===== src/rtl/eprom_arbiter_pkg.sv =====
// Shared types and constants for the two-requester EPROM record fetcher.
package eprom_arb_pkg;

    localparam int ADDR_W = 8;
    localparam int DATA_W = 4;
    localparam int IDX_W  = 6;
    localparam int REC_W  = 16;

    // Nibble offsets inside a four-nibble record (value pair, then duration pair).
    localparam logic [1:0] OFF_V0 = 2'd0;
    localparam logic [1:0] OFF_V1 = 2'd1;
    localparam logic [1:0] OFF_T0 = 2'd2;
    localparam logic [1:0] OFF_T1 = 2'd3;

    typedef enum logic [1:0] {
        IDLE = 2'd0,
        READ = 2'd1,
        DONE = 2'd2
    } arb_state_t;

    // Bit position of a nibble slot within the assembled record.
    function automatic logic [3:0] slot_lsb(input logic [1:0] off);
        case (off)
            OFF_V0:  return 4'd0;
            OFF_V1:  return 4'd4;
            OFF_T0:  return 4'd8;
            default: return 4'd12;
        endcase
    endfunction

endpackage


===== src/rtl/eprom_arbiter_if.sv =====
// Requester handshakes plus the EPROM bus, bundled for the arbiter and its environment.
interface eprom_arbiter_if;
    import eprom_arb_pkg::*;

    logic              req0;
    logic              req1;
    logic [IDX_W-1:0]  idx0;
    logic [IDX_W-1:0]  idx1;
    logic              ack0;
    logic              ack1;
    logic [REC_W-1:0]  rec0;
    logic [REC_W-1:0]  rec1;
    logic [ADDR_W-1:0] addr;
    logic              s_;
    logic              mr_;
    logic [DATA_W-1:0] data;

    // The arbiter side: takes requests and EPROM data, returns records and drives the EPROM.
    modport slave (
        input  req0, req1, idx0, idx1, data,
        output ack0, ack1, rec0, rec1, addr, s_, mr_
    );

    // The environment side: requesters and the EPROM itself.
    modport master (
        output req0, req1, idx0, idx1, data,
        input  ack0, ack1, rec0, rec1, addr, s_, mr_
    );

endinterface


===== src/rtl/eprom_arbiter_rr_arbiter_2.sv =====
// Two-way round-robin arbiter: a lone request always wins, a tie goes to the favoured side.
module rr_arbiter_2 (
    input  logic       clock,
    input  logic       reset,
    input  logic [1:0] req,
    input  logic       grant_en,
    output logic       grant_idx,
    output logic       grant_valid
);

    logic ptr;

    // Pick the winner combinationally; the pointer only breaks ties.
    always_comb begin
        grant_valid = |req;
        if (req == 2'b11) begin
            grant_idx = ptr;
        end else begin
            grant_idx = req[1];
        end
    end

    // After a grant actually taken, favour the other requester next time.
    always_ff @(posedge clock or posedge reset) begin
        if (reset) begin
            ptr <= 1'b0;
        end else if (grant_en && grant_valid) begin
            ptr <= ~grant_idx;
        end
    end

endmodule


===== src/rtl/eprom_arbiter.sv =====
// Shares one 256x4 EPROM between two requesters, fetching a four-nibble record per
// transaction and returning it over a 4-phase req/ack handshake.
module eprom_arbiter
    import eprom_arb_pkg::*;
#(
    // Cycles each address is held before its nibble is captured (1..4).
    parameter int WAIT_CYCLES = 1
) (
    input  logic            clock,
    input  logic            reset,
    eprom_arbiter_if.slave  bus
);

    localparam logic [1:0] WAIT_LAST = 2'(WAIT_CYCLES - 1);

    arb_state_t        state;
    logic              owner;
    logic [ADDR_W-1:0] addr_q;
    logic              s_q;
    logic              mr_q;
    logic [1:0]        ack_q;
    logic [REC_W-1:0]  rec0_q;
    logic [REC_W-1:0]  rec1_q;
    logic [1:0]        nib_cnt;
    logic [1:0]        wait_cnt;

    logic              grant_en;
    logic              grant_idx;
    logic              grant_valid;
    logic [IDX_W-1:0]  grant_rec_idx;
    logic              owner_req;
    logic              wait_last;
    logic              capture;

    assign grant_en      = (state == IDLE);
    assign grant_rec_idx = grant_idx ? bus.idx1 : bus.idx0;
    assign owner_req     = owner ? bus.req1 : bus.req0;
    assign wait_last     = (wait_cnt == WAIT_LAST);
    assign capture       = (state == READ) && wait_last;

    rr_arbiter_2 u_rr (
        .clock       (clock),
        .reset       (reset),
        .req         ({bus.req1, bus.req0}),
        .grant_en    (grant_en),
        .grant_idx   (grant_idx),
        .grant_valid (grant_valid)
    );

    // Transaction sequencing: grant, step through four nibble addresses, then hold ack.
    always_ff @(posedge clock or posedge reset) begin
        if (reset) begin
            state    <= IDLE;
            owner    <= 1'b0;
            addr_q   <= '0;
            s_q      <= 1'b1;
            mr_q     <= 1'b1;
            ack_q    <= 2'b00;
            nib_cnt  <= OFF_V0;
            wait_cnt <= 2'd0;
        end else begin
            case (state)
                IDLE: begin
                    if (grant_valid) begin
                        owner    <= grant_idx;
                        addr_q   <= {grant_rec_idx, OFF_V0};
                        s_q      <= 1'b0;
                        mr_q     <= 1'b0;
                        nib_cnt  <= OFF_V0;
                        wait_cnt <= 2'd0;
                        state    <= READ;
                    end
                end
                READ: begin
                    if (wait_last) begin
                        wait_cnt <= 2'd0;
                        if (nib_cnt == OFF_T1) begin
                            s_q          <= 1'b1;
                            mr_q         <= 1'b1;
                            addr_q       <= '0;
                            ack_q[owner] <= 1'b1;
                            state        <= DONE;
                        end else begin
                            addr_q[1:0] <= addr_q[1:0] + 2'd1;
                            nib_cnt     <= nib_cnt + 2'd1;
                        end
                    end else begin
                        wait_cnt <= wait_cnt + 2'd1;
                    end
                end
                DONE: begin
                    if (!owner_req) begin
                        ack_q <= 2'b00;
                        state <= IDLE;
                    end
                end
                default: begin
                    state <= IDLE;
                end
            endcase
        end
    end

    // Drop each captured nibble into the owner's record; the other record is left alone.
    always_ff @(posedge clock or posedge reset) begin
        if (reset) begin
            rec0_q <= '0;
            rec1_q <= '0;
        end else if (capture) begin
            if (owner) begin
                rec1_q[slot_lsb(nib_cnt) +: DATA_W] <= bus.data;
            end else begin
                rec0_q[slot_lsb(nib_cnt) +: DATA_W] <= bus.data;
            end
        end
    end

    assign bus.addr = addr_q;
    assign bus.s_   = s_q;
    assign bus.mr_  = mr_q;
    assign bus.ack0 = ack_q[0];
    assign bus.ack1 = ack_q[1];
    assign bus.rec0 = rec0_q;
    assign bus.rec1 = rec1_q;

endmodule


===== src/flat_wrapper.sv =====
// flat-port wrapper written by rule: the top's interface ports become plain ports
module eprom_arbiter_flat import eprom_arb_pkg::*;
#(
                                                                        
    parameter int WAIT_CYCLES = 1
)
  (clock, reset, bus_req0, bus_req1, bus_idx0, bus_idx1, bus_data, bus_ack0, bus_ack1, bus_rec0, bus_rec1, bus_addr, bus_s_, bus_mr_);
  eprom_arbiter_if bus_i ();
  input  logic clock;
  input  logic reset;
  input wire logic [$bits(bus_i.req0)-1:0] bus_req0;
  input wire logic [$bits(bus_i.req1)-1:0] bus_req1;
  input wire logic [$bits(bus_i.idx0)-1:0] bus_idx0;
  input wire logic [$bits(bus_i.idx1)-1:0] bus_idx1;
  input wire logic [$bits(bus_i.data)-1:0] bus_data;
  output wire logic [$bits(bus_i.ack0)-1:0] bus_ack0;
  output wire logic [$bits(bus_i.ack1)-1:0] bus_ack1;
  output wire logic [$bits(bus_i.rec0)-1:0] bus_rec0;
  output wire logic [$bits(bus_i.rec1)-1:0] bus_rec1;
  output wire logic [$bits(bus_i.addr)-1:0] bus_addr;
  output wire logic [$bits(bus_i.s_)-1:0] bus_s_;
  output wire logic [$bits(bus_i.mr_)-1:0] bus_mr_;
  assign bus_i.req0 = bus_req0;
  assign bus_i.req1 = bus_req1;
  assign bus_i.idx0 = bus_idx0;
  assign bus_i.idx1 = bus_idx1;
  assign bus_i.data = bus_data;
  assign bus_ack0 = bus_i.ack0;
  assign bus_ack1 = bus_i.ack1;
  assign bus_rec0 = bus_i.rec0;
  assign bus_rec1 = bus_i.rec1;
  assign bus_addr = bus_i.addr;
  assign bus_s_ = bus_i.s_;
  assign bus_mr_ = bus_i.mr_;
  eprom_arbiter #(.WAIT_CYCLES(WAIT_CYCLES)) u_core (.clock(clock), .reset(reset), .bus(bus_i));
endmodule

===== config.mk =====
export PLATFORM = sky130hd
export DESIGN_NAME = eprom_arbiter_flat
export DESIGN_NICKNAME = d
export VERILOG_FILES = /design/src/rtl/eprom_arbiter_pkg.sv /design/src/rtl/eprom_arbiter_if.sv /design/src/rtl/eprom_arbiter_rr_arbiter_2.sv /design/src/rtl/eprom_arbiter.sv /design/src/flat_wrapper.sv
export SDC_FILE = /design/constraint.sdc
export NUM_CORES = 1
export LEC_CHECK = 0
export CAP_MARGIN = 20
export CORE_MARGIN = 2
export CORE_UTILIZATION = 53
export DETAILED_ROUTE_END_ITERATION = 8
export PLACE_DENSITY = 0.83
export SETUP_SLACK_MARGIN = 0.2
export SLEW_MARGIN = 30
export SYNTH_ARGS = -nofsm -noshare
export SYNTH_HDL_FRONTEND = slang
export SYNTH_HIERARCHICAL = 1
export SYNTH_SLANG_ARGS = --single-unit
export TNS_END_PERCENT = 100

===== constraint.sdc =====
create_clock -name clock -period 3.3 [get_ports clock]
set_input_delay 0.66 -clock clock [delete_from_list [all_inputs] [get_ports clock]]
set_output_delay 0.66 -clock clock [all_outputs]
set_load 0.05 [all_outputs]

==> results of run 1 <==
power by group:
part	switching [mW]	total, mW	internal (mW)
combinational	1.30	2.09	0.789
clock	0.188	0.380	0.192
sequential	0.213	1.09	0.878
total	1.70	3.56	1.86
cell type report:
cell class	instances	area, um^2	area share
repair buffers	64	638	0.196
flip-flops and latches	51	1280	0.392
clock buffers	8	100	0.0307
well taps	54	67.6	0.0207
multi-input cells	128	1130	0.346
inverters	13	48.8	0.0150
sequential cells by signal (all words and copies together) (netlist names):
register and cells:
u_core/wait_cnt 2, u_core/bus.rec1 16, u_core/nib_cnt 2, u_core/ack_q 2
u_core/bus.rec0 16, u_core/bus.mr_ 1, u_core/bus.addr 8, u_core/state 2
u_core/u_rr/ptr 1, u_core/owner 1
synth_stat cells, types with 2 or more instances:
library cell  number  area, um^2
a32oi_1            2        17.5
o2bb2ai_1          6        52.6
mux2_2            25         282
nand2_1            2        7.51
nand3_1            2        10.0
nor2_1             4        15.0
o21ai_0            9        45.0
or3_1              2        12.5
nor3b_1            5        37.5
mux2i_1            7        70.1
dfrtp_1           50        1250
buf_2              2        10.0
and4_4             2        22.5
buf_4              2        15.0
and4_1             6        52.6
ha_1               8         100
a22o_1             4        35.0
inv_1             13        48.8
and3_1            11        68.8
mux2_4             8         120
nand2b_1           2        12.5
clkbuf_1           5        18.8
nor2b_1            5        31.3
a21oi_1            5        25.0
per-stage QoR:
step	instance area, um^2	worst slack (ps)	cells	power (mW)
finish	3260	994	318	3.56
global route	3260	955	318	3.76
detailed placement	3160	893	310	3.19
global placement	3160	961	310	3.14
floorplan	2510	1440	203	2.59
CTS	3260	975	318	3.58
per-layer routing:
metal,part of all wire,wire length [um],global-route usage,vias up
li1,-,-,-,850
met1,0.46,2340,0.281,873
met2,0.49,2530,0.340,49
met3,0.037,189,0.0331,5
met4,0.011,54,0.0617,0
met5,0,0,0,-
logic make-up (layout without fill, tap and decap cells):
kind of cell,after synthesis,count (layout)
buffers and inverters,24,85
and+or+nand+nor,46,46
muxes,40,40
AOI/OAI and AO/OA,34,34
adders and majority gates,8,8
DFF,51,51
path summary, 6_finish.rpt:
kind | to | slack, ps
max | bus_mr_ | 990
min | u_core/u_rr/ptr$_DFFE_PP0P_ | 490
max reg2reg | u_core/bus.rec1[11]$_DFFE_PP0P_ | 1280
min reg2reg | u_core/u_rr/ptr$_DFFE_PP0P_ | 490
max in group asynchronous | u_core/bus.rec0[14]$_DFFE_PP0P_ | 2010
min in group asynchronous | u_core/u_rr/ptr$_DFFE_PP0P_ | 540
==> metrics.csv, run 1 <==
stage,metric,value,unit
sta,Final Cycle Share,0.699,
final_layout,Final nets,291,
final_layout,"commonest cells after routing, fill and taps aside","63 x clkdlybuf4s50_1, 50 x dfrtp_1, 25 x mux2_2",
critical_path,crit end category,output port,
cts,Worst-Skew Late Latency,300,ps
cts,"Gates resized, CTS repair",0,
placed_design,gpl congestion,0.836,
critical_path,Worst Reg-to-Reg Cells,5,
critical_path,family with the most delay on the worst path,buffers and inverters,
global_routing,first-pass GRT wire length,8.54,mm
cts,CTS H-tree depth,2,
critical_path,Worst Path Required,2640,ps
critical_path,Critical-path top delay cell,clkdlybuf4s50_1,
synth,largest family of logic cells by synthesized area,multiplexers,
sta,Max Slew Vio Count,0,
sta,Max Freq,434,MHz
synth,xor/xnor share of the synthesized area,0,
synth,ys flop type,dfrtp_1,
global_routing,initial antenna violation count,0,
sta,setup TNS,0,ps
floorplan,Ports,64,
placed_design,post-DP HPWL,3.77,mm
synth,asr flop ratio synth,1.00,
cts,clock sinks,51,
sta,Slew headroom,0.478,
synth,Synth Warn #,6,
sta,Setup Skew,5.93,ps
detailed_routing,first-iteration detailed-routing DRC count,52,
final_layout,Layout Utilization,0.700,
sta,final hold vios,0,
floorplan,die footprint,5310,um^2
synth,Synth Area in Compound Gates,0.0925,
detailed_routing,DRC violations left,0,
cts,Worst-path clk slew,80,ps
placed_design,Port Buffer Count,63,
critical_path,worst reg2reg startpoint,u_core/nib_cnt[0]$_DFFE_PP0P_,
synth,cell count after synthesis,203,
final_layout,layout cells sized above 1,0.182,
detailed_routing,Avg Vias per Cell,5.59,
cts,"Hold-fix buffers, CTS",0,
cts,post-CTS setup buffer count,0,
cts,CTS tree,yes,
synth,post-synthesis adder-cell area fraction,0.0398,
synth,post-synthesis simple-gate area fraction,0.129,
critical_path,crit path from,u_core/bus.mr_$_DFFE_PP1P_,
floorplan,Starting Density,0.540,
global_routing,largest net degree at the start of global routing,51,
synth,post-synthesis cell type count,40,
sta,RSZ-0062 raised after global routing,false,
final_layout,Area growth syn-to-layout,29.7,%
final_layout,fill cell count,346,
detailed_routing,DRT Pass-1 Iters,4,
detailed_routing,Vias,1777,
synth,post-synthesis mux area share,0.188,
synth,"Avg Cell Area, Syn",12.4,um^2
worst_hold_path,Hold Startpoint,u_core/u_rr/ptr$_DFFE_PP0P_,
synth,Post-synth EDFFs,0,
power_and_ir_drop,Lkg Pwr,1.53,nW
cts,CTS root buf,clkbuf_8,
floorplan,Die Span X,72.9,um
detailed_routing,average routed wire per standard cell,16.0,um
cts,CTS Buf Count,5,
synth,Syn Nets,231,
critical_path,Crit path depth,1,
floorplan,Die Ht,72.9,um
sta,Worst-Margin Slew,781,ps
sta,fin crit period,2310,ps
sta,# setup viols final,0,
sta,Hold WS,494,ps
flow_run,MaxCap Viol Count,0,
critical_path,crit-path max FO,4,
status,run status,"finished, final reports clean",
worst_hold_path,worst min-delay path category,register to register,
detailed_routing,Routed Antenna Nets,0,
critical_path,Worst setup SP type,register,
critical_path,Crit Path Category,register to output port,
critical_path,Worst Path Buf+Inv,1,
global_routing,GR Overflow Total,0,
critical_path,data arrival time of the critical path,1650,ps
global_routing,number of global-route vias before repair,1773,
detailed_routing,Routed WL,5.10,mm
final_layout,"commonest non-fill, non-tap cell in the layout",clkdlybuf4s50_1,
floorplan,core area,4660,um^2
global_routing,total global-route track usage,0.206,
synth,mapped cell area,2510,um^2
critical_path,crit-path max cell delay,800,ps
final_layout,diode count,0,
synth,flop and latch count out of synthesis,51,
worst_hold_path,worst hold stages,1,
synth,post-synthesis sequential area ratio,0.508,
power_and_ir_drop,worst vdd ir,0.534,mV
cts,Max Root-Sink Buffers,2,
power_and_ir_drop,Power Density,1090,nW/um^2
critical_path,"Cell Chain, Critical Path",clkdlybuf4s50_1,
floorplan,FP Rows,25,
(Power assumes the default switching activity.)
==> run 2: changes to the inputs <==
- CORE_UTILIZATION: 53 -> 44
- PLACE_DENSITY: 0.83 -> 0.73
- clock period: 3.3 -> 2.08 ns (I/O delays scaled with it)
==> run 2 against run 1 <==
Net effect:
- first-iteration DRC count increased by 92%
- highest routed layer unchanged
- critical path type is now register to register
- worst setup slack got worse by 770 ps
- utilization down 8.4 points
- clock-buffer cell count is 2 lower
- cell count is 8.2% higher
- sequential cell count stayed put
==> metrics.csv, run 2 (synthesized netlist as in run 1, its figures left out) <==
stage,metric,value,unit
floorplan,Die Ht,79.6,um
placed_design,Port Buffer Count,63,
sta,Slew headroom,0.645,
global_routing,initial antenna violation count,0,
detailed_routing,Vias,1820,
sta,Hold WS,301,ps
sta,fin crit period,1860,ps
final_layout,Area growth syn-to-layout,34.9,%
global_routing,GR peak layer,met2,
final_layout,fill cell count,454,
cts,CTS tree,yes,
cts,Worst-Skew Late Latency,290,ps
floorplan,Ports,64,
final_layout,post-route design area,3390,um^2
final_layout,Final Non-Filler Cells,344,
detailed_routing,first-iteration detailed-routing DRC count,100,
cts,CTS root buf,clkbuf_8,
global_routing,met2 Use GR,0.286,
global_routing,number of global-route vias before repair,1842,
floorplan,die footprint,6340,um^2
sta,# setup viols final,0,
floorplan,core area,5510,um^2
critical_path,Worst setup SP type,register,
floorplan,Starting Density,0.457,
critical_path,crit-path max cell delay,450,ps
detailed_routing,average routed wire per standard cell,15.3,um
power_and_ir_drop,switch share,0.479,
final_layout,diode count,0,
critical_path,crit-path max FO,6,
sta,final hold vios,0,
final_layout,Final nets,300,
final_layout,"commonest cells after routing, fill and taps aside","49 x dfrtp_1, 25 x mux2_2, 22 x dlygate4sd2_1",
power_and_ir_drop,Reg power frac,0.299,
global_routing,GR Overflow Total,0,
placed_design,gpl congestion,0.762,
final_layout,"commonest non-fill, non-tap cell in the layout",dfrtp_1,
critical_path,"Cell Chain, Critical Path","inv_1, ha_1, or3_1, nor3b_1, mux2_2",
power_and_ir_drop,combinational fraction of design power,0.586,
placed_design,placed cell count,334,
final_layout,layout cells sized above 1,0.235,
power_and_ir_drop,internal power,2.96,mW
global_routing,first-pass GRT wire length,8.72,mm
power_and_ir_drop,clock network power share,0.115,
sta,setup TNS,0,ps
detailed_routing,Avg Vias per Cell,5.29,
power_and_ir_drop,worst vdd ir,0.830,mV
critical_path,Crit Path Category,register to register,
global_routing,total global-route track usage,0.173,
sta,Max Freq,538,MHz
power_and_ir_drop,P_sw,2.73,mW
sta,Worst-Margin Slew,532,ps
cts,Worst-path clk slew,90,ps
power_and_ir_drop,Overall Power,5.69,mW
sta,Max Slew Vio Count,0,
power_and_ir_drop,Power Density,1680,nW/um^2
sta,Final Cycle Share,0.893,
floorplan,Die Span X,79.6,um
detailed_routing,Routed WL,5.25,mm
critical_path,Worst Path Required,2320,ps
critical_path,crit end category,register,
critical_path,Critical-path top delay cell,or3_1,
global_routing,met1 GRT Util,0.236,
critical_path,data arrival time of the critical path,2100,ps
cts,clock sinks,51,
cts,Max Root-Sink Buffers,2,
cts,CTS Buf Count,5,
power_and_ir_drop,Lkg Pwr,2.00,nW
cts,CTS H-tree depth,2,
detailed_routing,Routed Antenna Nets,0,
worst_hold_path,worst min-delay path category,input pin to asynchronous set/reset pin,
floorplan,FP Rows,27,
flow_run,MaxCap Viol Count,0,
detailed_routing,DRC violations left,0,
status,run status,"finished, final reports clean",
cts,"Hold-fix buffers, CTS",0,
critical_path,Worst Reg-to-Reg Cells,5,
global_routing,largest net degree at the start of global routing,36,
placed_design,post-DP HPWL,3.91,mm
sta,Setup Skew,4.40,ps
detailed_routing,DRT Pass-1 Iters,4,
placed_design,dpl cell area,3230,um^2
global_routing,met3 Usage GRT,0.0294,
sta,RSZ-0062 raised after global routing,true,
[run 2: changes by cell type in the layout (fill, tap and decap cells not counted), moves of 2 or more]
cell             previous run  this run
clkdlybuf4s50_1            63        19
dlygate4sd2_1               0        22
dlymetal6s2s_1              0        19
buf_4                       1        12
and4_1                      6         4
and4_2                      0         2
clkbuf_8                    7         5
nor3b_1                     5         3
nor3b_2                     0         2
[run 2: path summary, 6_finish.rpt]
| kind | start | end | slack [ps] |
|---|---|---|---|
| max in group asynchronous | reset | u_core/nib_cnt[0]$_DFFE_PP0P_ | 1140 |
| setup reg to reg | u_core/nib_cnt[0]$_DFFE_PP0P_ | u_core/bus.rec0[15]$_DFFE_PP0P_ | 220 |
| hold reg to reg | u_core/bus.addr[6]$_DFFE_PP0P_ | u_core/bus.addr[6]$_DFFE_PP0P_ | 490 |
| setup / recovery | u_core/nib_cnt[0]$_DFFE_PP0P_ | u_core/bus.rec0[15]$_DFFE_PP0P_ | 220 |
| hold / removal | reset | u_core/u_rr/ptr$_DFFE_PP0P_ | 300 |
| min in group clock | u_core/bus.addr[6]$_DFFE_PP0P_ | u_core/bus.addr[6]$_DFFE_PP0P_ | 490 |
[run 2: layout make-up]
class	instances	area [um^2]	area share
Clock buffer	6	72.6	0.0214
Timing Repair Buffer	73	731	0.215
Multi-Input combinational cell	128	1140	0.337
Tap cell	72	90.1	0.0265
Inverter	13	48.8	0.0144
Sequential cell	51	1280	0.377
Clock inverter	1	30.0	0.00885
[run 2: routing by layer]
layer,vias up,wire (um)
met5,-,0
li1,864,-
met2,54,2540
met1,895,2400
met4,0,52
met3,7,261
[run 2: power groups by stage]
stage / Combinational, mW / Sequential (mW) / Clock [mW]
6_report: 3.33 / 1.70 / 0.654
3_3_place_gp: 3.39 / 1.73 / 0
4_1_cts: 3.34 / 1.71 / 0.671
5_1_grt: 3.54 / 1.76 / 0.711
3_5_place_dp: 3.42 / 1.73 / 0
2_1_floorplan: 1.26 / 2.85 / 0
[run 2: worst max-delay path, delay by kind of cell, from the launching register on]
kind | cells | cell delay [ps]
fa+ha+maj | 1 | 350
simple gates | 2 | 740
flops | 1 | 420
mux | 1 | 200
buf+inv | 1 | 100
[run 2: stage by stage]
step | worst slack [ps] | util
after global placement | 58.7 | 0.587
after CTS | 172 | 0.604
final | 223 | 0.616
after floorplan | 410 | -
after global routing | 142 | 0.616
after detailed placement | 84.9 | 0.587
[run 2: repair_timing]
item | in CTS | in global routing
setup buffers | 1 | 2
gates resized for setup | 24 | 22
hold endpoints to repair | 0 | 0
endpoints found under the setup margin | 43 | 43
==> run 3: changes to the inputs <==
- CORE_MARGIN: 2 -> 10
- PLACE_DENSITY: 0.73 -> 0.76
- RECOVER_POWER: default -> 100
==> run 3 against run 2 <==
Net effect:
- die area up 44%
- largest cell class unchanged
- sequential power about the same
- critical path type unchanged
- critical path depth unchanged
- critical endpoint is now u_core/bus.rec0[14]$_DFFE_PP0P_
- combinational power down 5%
==> metrics.csv, run 3 (synthesized netlist as in run 1, its figures left out) <==
stage,metric,value,unit
status,run status,"finished, final reports clean",
critical_path,crit end category,register,
critical_path,data arrival time of the critical path,2070,ps
sta,Setup Skew,7.63,ps
placed_design,placed cell count,335,
detailed_routing,DRT Pass-1 Iters,4,
placed_design,Port Buffer Count,63,
floorplan,FP Rows,27,
final_layout,Final Non-Filler Cells,345,
final_layout,area of the multi-input gates,1110,um^2
final_layout,"commonest cells after routing, fill and taps aside","50 x dfrtp_1, 38 x dlygate4sd2_1, 25 x mux2_2",
sta,Worst-Margin Slew,607,ps
floorplan,Die Ht,95.6,um
global_routing,number of global-route vias before repair,1946,
cts,CTS tree,yes,
floorplan,die footprint,9140,um^2
detailed_routing,DRC violations left,0,
final_layout,Final nets,300,
final_layout,Layout Utilization,0.584,
global_routing,GR Overflow Total,0,
sta,Slew headroom,0.595,
global_routing,initial antenna violation count,0,
flow_run,MaxCap Viol Count,0,
critical_path,Worst Path Required,2330,ps
sta,Max Slew Vio Count,0,
sta,Hold WS,423,ps
sta,setup TNS,0,ps
detailed_routing,average routed wire per standard cell,16.9,um
sta,Max Freq,547,MHz
detailed_routing,Vias,1818,
global_routing,total global-route track usage,0.131,
floorplan,Die Span X,95.6,um
cts,CTS H-tree depth,2,
power_and_ir_drop,Lkg Pwr,1.69,nW
placed_design,post-DP HPWL,4.49,mm
cts,Max Root-Sink Buffers,2,
cts,clock sinks,51,
global_routing,largest net degree at the start of global routing,37,
critical_path,crit-path max FO,6,
final_layout,flip-flop and latch area,1280,um^2
cts,CTS root buf,clkbuf_8,
critical_path,Worst setup SP type,register,
final_layout,layout cells sized above 1,0.183,
final_layout,fill cell count,521,
power_and_ir_drop,Power Density,1670,nW/um^2
critical_path,reg2reg setup slack,250,ps
global_routing,first-pass GRT wire length,9.58,mm
detailed_routing,Routed Antenna Nets,0,
worst_hold_path,worst min-delay path category,input pin to asynchronous set/reset pin,
final_layout,Area growth syn-to-layout,28.6,%
cts,Worst-Skew Late Latency,300,ps
power_and_ir_drop,worst vdd ir,0.732,mV
sta,RSZ-0062 raised after global routing,false,
sta,Final Cycle Share,0.879,
critical_path,Crit Path Category,register to register,
detailed_routing,Routed WL,5.84,mm
floorplan,Starting Density,0.454,
sta,fin crit period,1830,ps
sta,# setup viols final,0,
floorplan,Ports,64,
cts,Worst-path clk slew,90,ps
detailed_routing,first-iteration detailed-routing DRC count,44,
cts,CTS Buf Count,5,
final_layout,diode count,0,
final_layout,"commonest non-fill, non-tap cell in the layout",dfrtp_1,
floorplan,core area,5540,um^2
sta,final hold vios,0,
detailed_routing,Avg Vias per Cell,5.27,
placed_design,gpl congestion,0.778,
-- run 3: changes by cell type in the layout (fill, tap and decap cells not counted), moves of 2 or more --
| cell | change |
|---|---|
| and4_1 | +2 |
| and4_4 | -2 |
| buf_4 | -7 |
| clkbuf_1 | +10 |
| dlygate4sd2_1 | +16 |
| dlymetal6s2s_1 | -19 |
| mux2_1 | +6 |
| mux2_4 | -6 |
| nor3b_1 | -2 |
| nor3b_2 | +2 |
-- run 3: worst paths after layout --
kind,cells past startpoint,to,start
max,5,u_core/bus.rec0[14]$_DFFE_PP0P_,u_core/nib_cnt[1]$_DFFE_PP0P_
min,2,u_core/u_rr/ptr$_DFFE_PP0P_,reset
max reg2reg,5,u_core/bus.rec0[14]$_DFFE_PP0P_,u_core/nib_cnt[1]$_DFFE_PP0P_
min reg2reg,1,u_core/bus.addr[3]$_DFFE_PP0P_,u_core/bus.addr[3]$_DFFE_PP0P_
max in group asynchronous,3,u_core/bus.rec0[15]$_DFFE_PP0P_,reset
min in group clock,1,u_core/bus.addr[3]$_DFFE_PP0P_,u_core/bus.addr[3]$_DFFE_PP0P_
-- run 3: through the flow --
| stage | setup WS, ps | power (mW) | area [um^2] |
|---|---|---|---|
| floorplan | 410 | 4.10 | 2510 |
| global placement | 133 | 5.15 | 3240 |
| detailed placement | 115 | 5.21 | 3240 |
| CTS | 199 | 5.58 | 3300 |
| global route | 131 | 5.75 | 3230 |
| finish | 252 | 5.40 | 3230 |
-- run 3: area by class of cell --
class                      count  area share
sequential                    51       0.395
clock buffer                   6      0.0224
multi-input combinational    128       0.345
timing repair buffer          73       0.191
inverter                      13      0.0151
tap                           72      0.0279
clock inverter                 2     0.00387
-- run 3: what timing repair did --
action / CTS / global route
hold endpoints to repair: 0 / 0
hold buffers: 0 / 0
resized for setup: 40 / 10
endpoints found under the setup margin: 60 / 27
setup buffers: 1 / 1
-- run 3: metal layers --
layer	up-vias	track usage	routed length (um)
met3	3	0.0487	448
met1	887	0.164	2570
li1	869	-	-
met4	0	0.0246	16
met2	59	0.212	2810
met5	-	0	0
-- run 3: critical path, stage by stage (launching register included) --
cell,delay [ps]
dfrtp_1,460
inv_1,120
ha_1,330
or3_4,410
nor3b_1,260
mux2_2,200
-- run 3: report_power, final --
| group | switching (mW) | internal (mW) |
|---|---|---|
| sequential | 0.275 | 1.40 |
| combinational | 2.16 | 1.02 |
| clock | 0.316 | 0.236 |
